`src/rtl/ni_rd_pipe.sv`:
```
`default_nettype none
// ============================================================================
// ni_rd_pipe : three-stage NI/RD code generator for the MRELBP feature path
// Rev 1.0
// ============================================================================
module ni_rd_pipe #(
  parameter int WIDTH = 8,
  parameter int FRAC  = 8,
  parameter int FIXED = 24,
  parameter int P     = 8
) (
  input  logic               i_clk,
  input  logic               i_rst_n,
  input  logic               i_valid,
  output logic               o_ready,
  input  logic               i_mode,
  input  logic [WIDTH-1:0]   i_center,
  input  logic [P*FIXED-1:0] i_outer,
  input  logic [P*FIXED-1:0] i_inner,
  output logic               o_valid,
  input  logic               i_ready,
  output logic [P-1:0]       o_ni,
  output logic [P-1:0]       o_rd,
  output logic [FIXED-1:0]   o_mean
);

  localparam int LOG2P = $clog2(P);
  localparam int SUMW  = FIXED + LOG2P;

  generate
    if ((P < 4) || (P > 32) || ((P & (P - 1)) != 0)) begin : g_bad_p
      $error("ni_rd_pipe: P must be a power of two in 4..32");
    end
    if (FIXED < WIDTH + FRAC) begin : g_bad_fixed
      $error("ni_rd_pipe: FIXED must be at least WIDTH+FRAC");
    end
  endgenerate

  logic               en;
  logic [FIXED-1:0]   center_fx;
  logic [FIXED-1:0]   mean;

  logic               s1_valid_q, s1_valid_d;
  logic [P*FIXED-1:0] s1_outer_q, s1_outer_d;
  logic [P*FIXED-1:0] s1_inner_q, s1_inner_d;

  logic               s2_valid_q, s2_valid_d;
  logic [P*FIXED-1:0] s2_outer_q, s2_outer_d;
  logic [SUMW-1:0]    s2_sum_q,   s2_sum_d;
  logic [P-1:0]       s2_rd_q,    s2_rd_d;

  logic               out_valid_q, out_valid_d;
  logic [P-1:0]       out_ni_q,    out_ni_d;
  logic [P-1:0]       out_rd_q,    out_rd_d;
  logic [FIXED-1:0]   out_mean_q,  out_mean_d;

  // One enable for every stage: the whole pipe advances or freezes together.
  assign en        = !out_valid_q || i_ready;
  assign o_ready   = en;
  assign center_fx = FIXED'(i_center) << FRAC;
  assign mean      = s2_sum_q[SUMW-1:LOG2P];

  always_comb begin
    s1_valid_d = s1_valid_q;
    s1_outer_d = s1_outer_q;
    s1_inner_d = s1_inner_q;
    if (en) begin
      s1_valid_d = i_valid;
      s1_outer_d = i_outer;
      s1_inner_d = i_mode ? i_inner : {P{center_fx}};
    end
  end

  always_comb begin
    s2_valid_d = s2_valid_q;
    s2_outer_d = s2_outer_q;
    s2_sum_d   = s2_sum_q;
    s2_rd_d    = s2_rd_q;
    if (en) begin
      s2_valid_d = s1_valid_q;
      s2_outer_d = s1_outer_q;
      s2_sum_d   = '0;
      for (int k = 0; k < P; k++) begin
        s2_sum_d   = s2_sum_d + SUMW'(s1_outer_q[k*FIXED +: FIXED]);
        s2_rd_d[k] = (s1_outer_q[k*FIXED +: FIXED] >= s1_inner_q[k*FIXED +: FIXED]);
      end
    end
  end

  always_comb begin
    out_valid_d = out_valid_q;
    out_ni_d    = out_ni_q;
    out_rd_d    = out_rd_q;
    out_mean_d  = out_mean_q;
    if (en) begin
      out_valid_d = s2_valid_q;
      out_rd_d    = s2_rd_q;
      out_mean_d  = mean;
      for (int k = 0; k < P; k++) begin
        out_ni_d[k] = (s2_outer_q[k*FIXED +: FIXED] >= mean);
      end
    end
  end

  always_ff @(posedge i_clk) begin
    if (!i_rst_n) begin
      s1_valid_q  <= 1'b0;
      s1_outer_q  <= '0;
      s1_inner_q  <= '0;
      s2_valid_q  <= 1'b0;
      s2_outer_q  <= '0;
      s2_sum_q    <= '0;
      s2_rd_q     <= '0;
      out_valid_q <= 1'b0;
      out_ni_q    <= '0;
      out_rd_q    <= '0;
      out_mean_q  <= '0;
    end else begin
      s1_valid_q  <= s1_valid_d;
      s1_outer_q  <= s1_outer_d;
      s1_inner_q  <= s1_inner_d;
      s2_valid_q  <= s2_valid_d;
      s2_outer_q  <= s2_outer_d;
      s2_sum_q    <= s2_sum_d;
      s2_rd_q     <= s2_rd_d;
      out_valid_q <= out_valid_d;
      out_ni_q    <= out_ni_d;
      out_rd_q    <= out_rd_d;
      out_mean_q  <= out_mean_d;
    end
  end

  assign o_valid = out_valid_q;
  assign o_ni    = out_ni_q;
  assign o_rd    = out_rd_q;
  assign o_mean  = out_mean_q;

endmodule
`default_nettype wire

```
`config.mk`:
```
export PLATFORM = sky130hd
export DESIGN_NAME = ni_rd_pipe
export DESIGN_NICKNAME = d
export VERILOG_FILES = /design/src/rtl/ni_rd_pipe.sv
export SDC_FILE = /design/constraint.sdc
export NUM_CORES = 2
export LEC_CHECK = 0
export CORE_MARGIN = 2
export CORE_UTILIZATION = 58
export CTS_BUF_LIST = sky130_fd_sc_hd__clkbuf_8
export CTS_CLUSTER_DIAMETER = 80
export DETAILED_ROUTE_END_ITERATION = 7
export PLACE_DENSITY = 0.83
export RECOVER_POWER = 50
export SLEW_MARGIN = 20
export SYNTH_ARGS = -nofsm -noshare
export SYNTH_HDL_FRONTEND = slang
export SYNTH_SLANG_ARGS = --single-unit
```
`constraint.sdc`:
```
create_clock -name i_clk -period 5.1 [get_ports i_clk]
set_input_delay 1.02 -clock i_clk [delete_from_list [all_inputs] [get_ports i_clk]]
set_output_delay 1.02 -clock i_clk [all_outputs]
set_load 0.01 [all_outputs]
```
==> results.md <==
Placed design:
- The HPWL reported at the end of detailed placement is ~95 mm.
- Routability-driven placement finished with a final weighted congestion of roughly 1.0.
- At the placement stage, the worst setup path has a slack of 0.0805 ns.
- The count of buffers from port buffering is 438.

Floorplanning:
- The die area is 0.0645 mm^2.
- The y dimension of the die is between 200 and 300 um.
- approximately 440 I/O pins were placed.
- The starting density of the core is 58.7%.
- The number of placement rows is 91.
- The width of the die is roughly 250 um.
- The floorplan core area is ~0.06 mm^2.

CTS:
- The CTS tree is built.
- The level count of the clock H-tree is 3.
- The clock passes through at most 3 buffers.
- The root buffer cell chosen for the clock tree is sky130_fd_sc_hd__clkbuf_8.
- The total CTS buffers is 109.
- The clock transition time at the flip-flop clock pins of the worst setup and hold paths is around 0.07 ns.
- The clock sink count is 651.
- The clock latency on the worst-skew pair is between 0.7 and 0.8 ns.

STA:
- The number of endpoints with negative hold slack in the final report is 0.
- The measured slew at the worst slew-check pin is between 2 and 2.5 ns.
- The clock arrives with between 0.03 and 0.04 ns of skew.
- Setup repair after global routing left no endpoint under its margin.
- The post-layout minimum cycle time is 4.94 ns.
- The tightest hold margin is between 0.4 and 0.5 ns.
- The number of setup violations in the final report is 0.
- The final period utilization is a little over nine tenths.
- The worst pin sits at a relative slew slack of -48.5%.
- The minimum setup slack in the final design is approximately 0.16 ns.
- The number of slew-limit violations in the final report is approximately 100.
- After routing, the total negative slack on setup checks comes to 0 ns.
- For this run, the top clock speed supported by timing is approximately 200 MHz.

Pwr:
- The design draws approximately 18 mW.
- The combinational share of power is between 30% and 40%.
- In this run the static leakage power is roughly 20 nW.
- Dividing total power by cell area gives a power density of a little over 400 mW/mm^2.
- The switching part of the total power is roughly two fifths.
- The analysis attributes to net switching a power of between 6 and 7 mW.
- The internal power is roughly 11 mW.
- VDD sags by at most roughly 0.00027 V.
- The clock power share is between 20 and 30%.
- The power share of the sequential group is 32.8%.

Logic synthesis:
- By area the synthesized netlist is led by sky130_fd_sc_hd__dfxtp_1 36%, sky130_fd_sc_hd__ha_1 14%, sky130_fd_sc_hd__nand2_1 11%.
- Sequential elements use 36.0% of the synthesized area.
- The most common cell in the synthesized netlist is sky130_fd_sc_hd__nand2_1.
- The average instance in the mapped netlist occupies between 8 and 9 um^2.
- The warning count from the yosys run is 0.
- The top cell type by area accounts for roughly 36% of the synthesized area.
- By area, the combinational part of the netlist is dominated by adder cells.
- In the synthesized netlist the async set-or-reset flop fraction comes to 0%.
- The fraction of the mapped netlist area in compound gates is 17.7%.
- Of the total synthesized cell area, the portion taken by XOR and XNOR cells is less than 1%.
- The biggest area consumer among synthesized cells is sky130_fd_sc_hd__dfxtp_1.
- The simple-gate share of the synthesized area is between 10% and 20%.
- The post-synthesis mux area share is 0%.
- For this run, the leading register cell type out of synthesis is sky130_fd_sc_hd__dfxtp_1.
- The count of flip-flops with a built-in enable after synthesis is 0.
- The number of distinct library cells after synthesis is between 50 and 60.
- After synthesis the cells add up to ~0.036 mm^2.
- The gate count after technology mapping is approximately 4500.
- The synthesized-area fraction occupied by adder cells is 22.0%.
- The total nets after synthesis is between 5000 and 6000.
- Sorting the synthesized cells by how often they occur yields 1024 x sky130_fd_sc_hd__nand2_1, 728 x sky130_fd_sc_hd__a21oi_1, 651 x sky130_fd_sc_hd__dfxtp_1, 561 x sky130_fd_sc_hd__inv_1, 410 x sky130_fd_sc_hd__ha_1.
- The synthesized flop and latch total is 651.

Global routing:
- The total congestion overflow after global routing is 0.
- For this run, the total global-route usage over all layers was measured as between 30 and 40%.
- Entering global routing, the biggest net connects about 220 pins.
- The initial antenna violation count was 8.
- The first global-routing pass estimated approximately 190 mm of wire.
- The via count of the first global-routing pass was 32200.

Worst setup path:
- The kind of critical path is reg2reg.
- The critical path startpoint is s1_outer_q[73].
- STA puts the critical path data arrival time at between 5 and 6 ns.
- In this run the critical register-to-register path is launched from s1_outer_q[73].
- The register-to-register setup slack is 0.16 ns.
- The maximum fanout count along the critical path is 4.
- The critical path endpoint category is a flip-flop.
- For the worst setup path, the data required time is approximately 5.7 ns.
- The capture point of the worst path is s2_sum_q[22].
- The number of cells traversed by the worst register-to-register path is 18.
- The worst register-to-register path ends at s2_sum_q[22].
- The critical path startpoint category is a flip-flop.

Cells and area:
- The final net count is approximately 5900.
- Compared with the post-synthesis result, the final layout area differs by 22.4%.
- The multi-input combinational cells in the finished layout cover a total of around 0.020 mm^2.
- The post-route netlist has slightly below 7% of its cells at a drive strength greater than 1.
- The fill cell instance count of the final layout is 4781.
- The area taken by flip-flops and latches is about 0.013 mm^2.
- At the end of the flow the core is filled with cells to 71.8%.

Route:
- The total iterations of the first detailed-routing run is 6.
- In the final routed layout, each cell accounts on average for 21.9 um.
- The detailed-route via count is approximately 34000.
- Using the TritonRoute via totals, the vias-per-cell ratio works out to 5.83.
- The initial DRC count is roughly 4200.
- The detail route stage leaves a number of antenna-violating nets equal to 0.
- The DRC violations left is 0.
- Summed over all layers, the routed wires come to approximately 130 mm.

Flow run:
- Max-cap violations in this run came to 1.

Run status:
- The flow ran to the end, but the final reports show violations.
- The final reports fail on max-capacitance violations, max-slew violations.

Hold path:
- In this run the worst hold path is classified as reg2reg.
==> power groups by stage <==
stage / combinational, mW / clock, mW / sequential (mW)
detailed placement: 6.81 / 0 / 5.93
floorplan: 4.29 / 0 / 5.83
CTS: 6.87 / 4.86 / 5.82
global placement: 6.70 / 0 / 5.92
finish: 7.11 / 4.87 / 5.85
global route: 7.68 / 5.09 / 5.87
==> sequential cells by signal (all words and copies together) (netlist names) <==
register / flops
s1_inner_q: 192
s1_outer_q: 192
s2_outer_q: 192
o_mean: 24
s2_sum_q: 24
o_ni: 8
o_rd: 8
s2_rd_q: 8
o_valid: 1
s1_valid_q: 1
s2_valid_q: 1
==> through the flow <==
stage                     cells  area, um^2
after floorplan            4507       36200
after global placement     5693       42000
after detailed placement   5693       42000
after CTS                  5896       44300
after global routing       5898       44300
final                      5900       44300
==> metal layers <==
layer / GRT usage [%] / vias up / wire length, um
li1: - / 15900 / -
met1: 52.2 / 16100 / 50700
met2: 58.4 / 1939 / 54900
met3: 9.10 / 440 / 14800
met4: 23.5 / 6 / 8790
met5: 0 / - / 44
==> placed cells by master, fill, tap and decap left out, types with 8 or more instances in the layout <==
cell and count:
sky130_fd_sc_hd__a2111oi_0 9, sky130_fd_sc_hd__a211oi_1 92, sky130_fd_sc_hd__a21o_1 91, sky130_fd_sc_hd__a21oi_1 728, sky130_fd_sc_hd__a31oi_1 19, sky130_fd_sc_hd__buf_4 138, sky130_fd_sc_hd__clkbuf_8 140, sky130_fd_sc_hd__clkdlybuf4s50_1 436
sky130_fd_sc_hd__clkinv_2 16, sky130_fd_sc_hd__dfxtp_1 650, sky130_fd_sc_hd__fa_1 142, sky130_fd_sc_hd__ha_1 410, sky130_fd_sc_hd__inv_1 596, sky130_fd_sc_hd__nand2_1 1024, sky130_fd_sc_hd__nand2b_1 19, sky130_fd_sc_hd__nand3_1 145
sky130_fd_sc_hd__nand4_1 50, sky130_fd_sc_hd__nor2_1 62, sky130_fd_sc_hd__nor2b_1 26, sky130_fd_sc_hd__nor3_1 12, sky130_fd_sc_hd__o2111ai_1 8, sky130_fd_sc_hd__o211ai_1 17, sky130_fd_sc_hd__o21a_1 15, sky130_fd_sc_hd__o21ai_0 92
sky130_fd_sc_hd__o21ai_2 8, sky130_fd_sc_hd__or3_1 10, sky130_fd_sc_hd__xnor2_1 11
==> final cells by class <==
class | count | share of cell area [%]
multi-input combinational | 3059 | 45.7
sequential | 651 | 29.4
timing repair buffer | 585 | 12.6
inverter | 562 | 4.79
clock buffer | 140 | 4.35
tap | 837 | 2.36
clock inverter | 63 | 0.847
antenna | 3 | 0.0169
==> worst min path at each step <==
stage,from,to,slack (ns),depth (start not counted)
floorplan,s2_outer_q[120],s2_outer_q[120],0.43,2
global placement,s1_inner_q[114],s1_inner_q[114],0.44,2
detailed placement,s1_inner_q[125],s1_inner_q[125],0.44,2
CTS,o_mean[20],o_mean[20],0.45,2
global route,s1_inner_q[123],s1_inner_q[123],0.47,2
finish,s1_inner_q[119],s1_inner_q[119],0.45,2
==> what timing repair did <==
| item | 4_1_cts | 5_1_grt |
|---|---|---|
| resized for setup | 0 | 4 |
| endpoints found under the setup margin | 0 | 6 |
| hold buffers | 0 | 0 |
| buffers inserted | 0 | 1 |
==> cells by family (layout without fill, tap and decap cells) <==
logic type	Yosys count	after routing
AND/OR/NAND/NOR	1369	1369
AO/OA/AOI/OAI	1122	1122
buffers and inverters	797	1350
flip-flops	651	651
adder cells (fa/ha/maj)	552	552
XOR/XNOR	16	16
other	0	3
==> worst max-delay path, cell delays in order (launching register included) <==
cell	delay [ns]
sky130_fd_sc_hd__dfxtp_1	0.38
sky130_fd_sc_hd__inv_1	0.14
sky130_fd_sc_hd__fa_1	0.67
sky130_fd_sc_hd__fa_1	0.47
sky130_fd_sc_hd__fa_1	0.55
sky130_fd_sc_hd__inv_1	0.04
sky130_fd_sc_hd__ha_1	0.29
sky130_fd_sc_hd__a21oi_1	0.23
sky130_fd_sc_hd__or2_2	0.16
sky130_fd_sc_hd__fa_1	0.20
sky130_fd_sc_hd__nor2b_2	0.07
sky130_fd_sc_hd__o31a_1	0.36
sky130_fd_sc_hd__o31ai_4	0.21
sky130_fd_sc_hd__o21ai_1	0.11
sky130_fd_sc_hd__buf_4	0.16
sky130_fd_sc_hd__a221o_1	0.34
sky130_fd_sc_hd__a31oi_1	0.21
sky130_fd_sc_hd__xor2_1	0.16
sky130_fd_sc_hd__o21ai_1	0.07
Power figures use the tool's default switching activity.
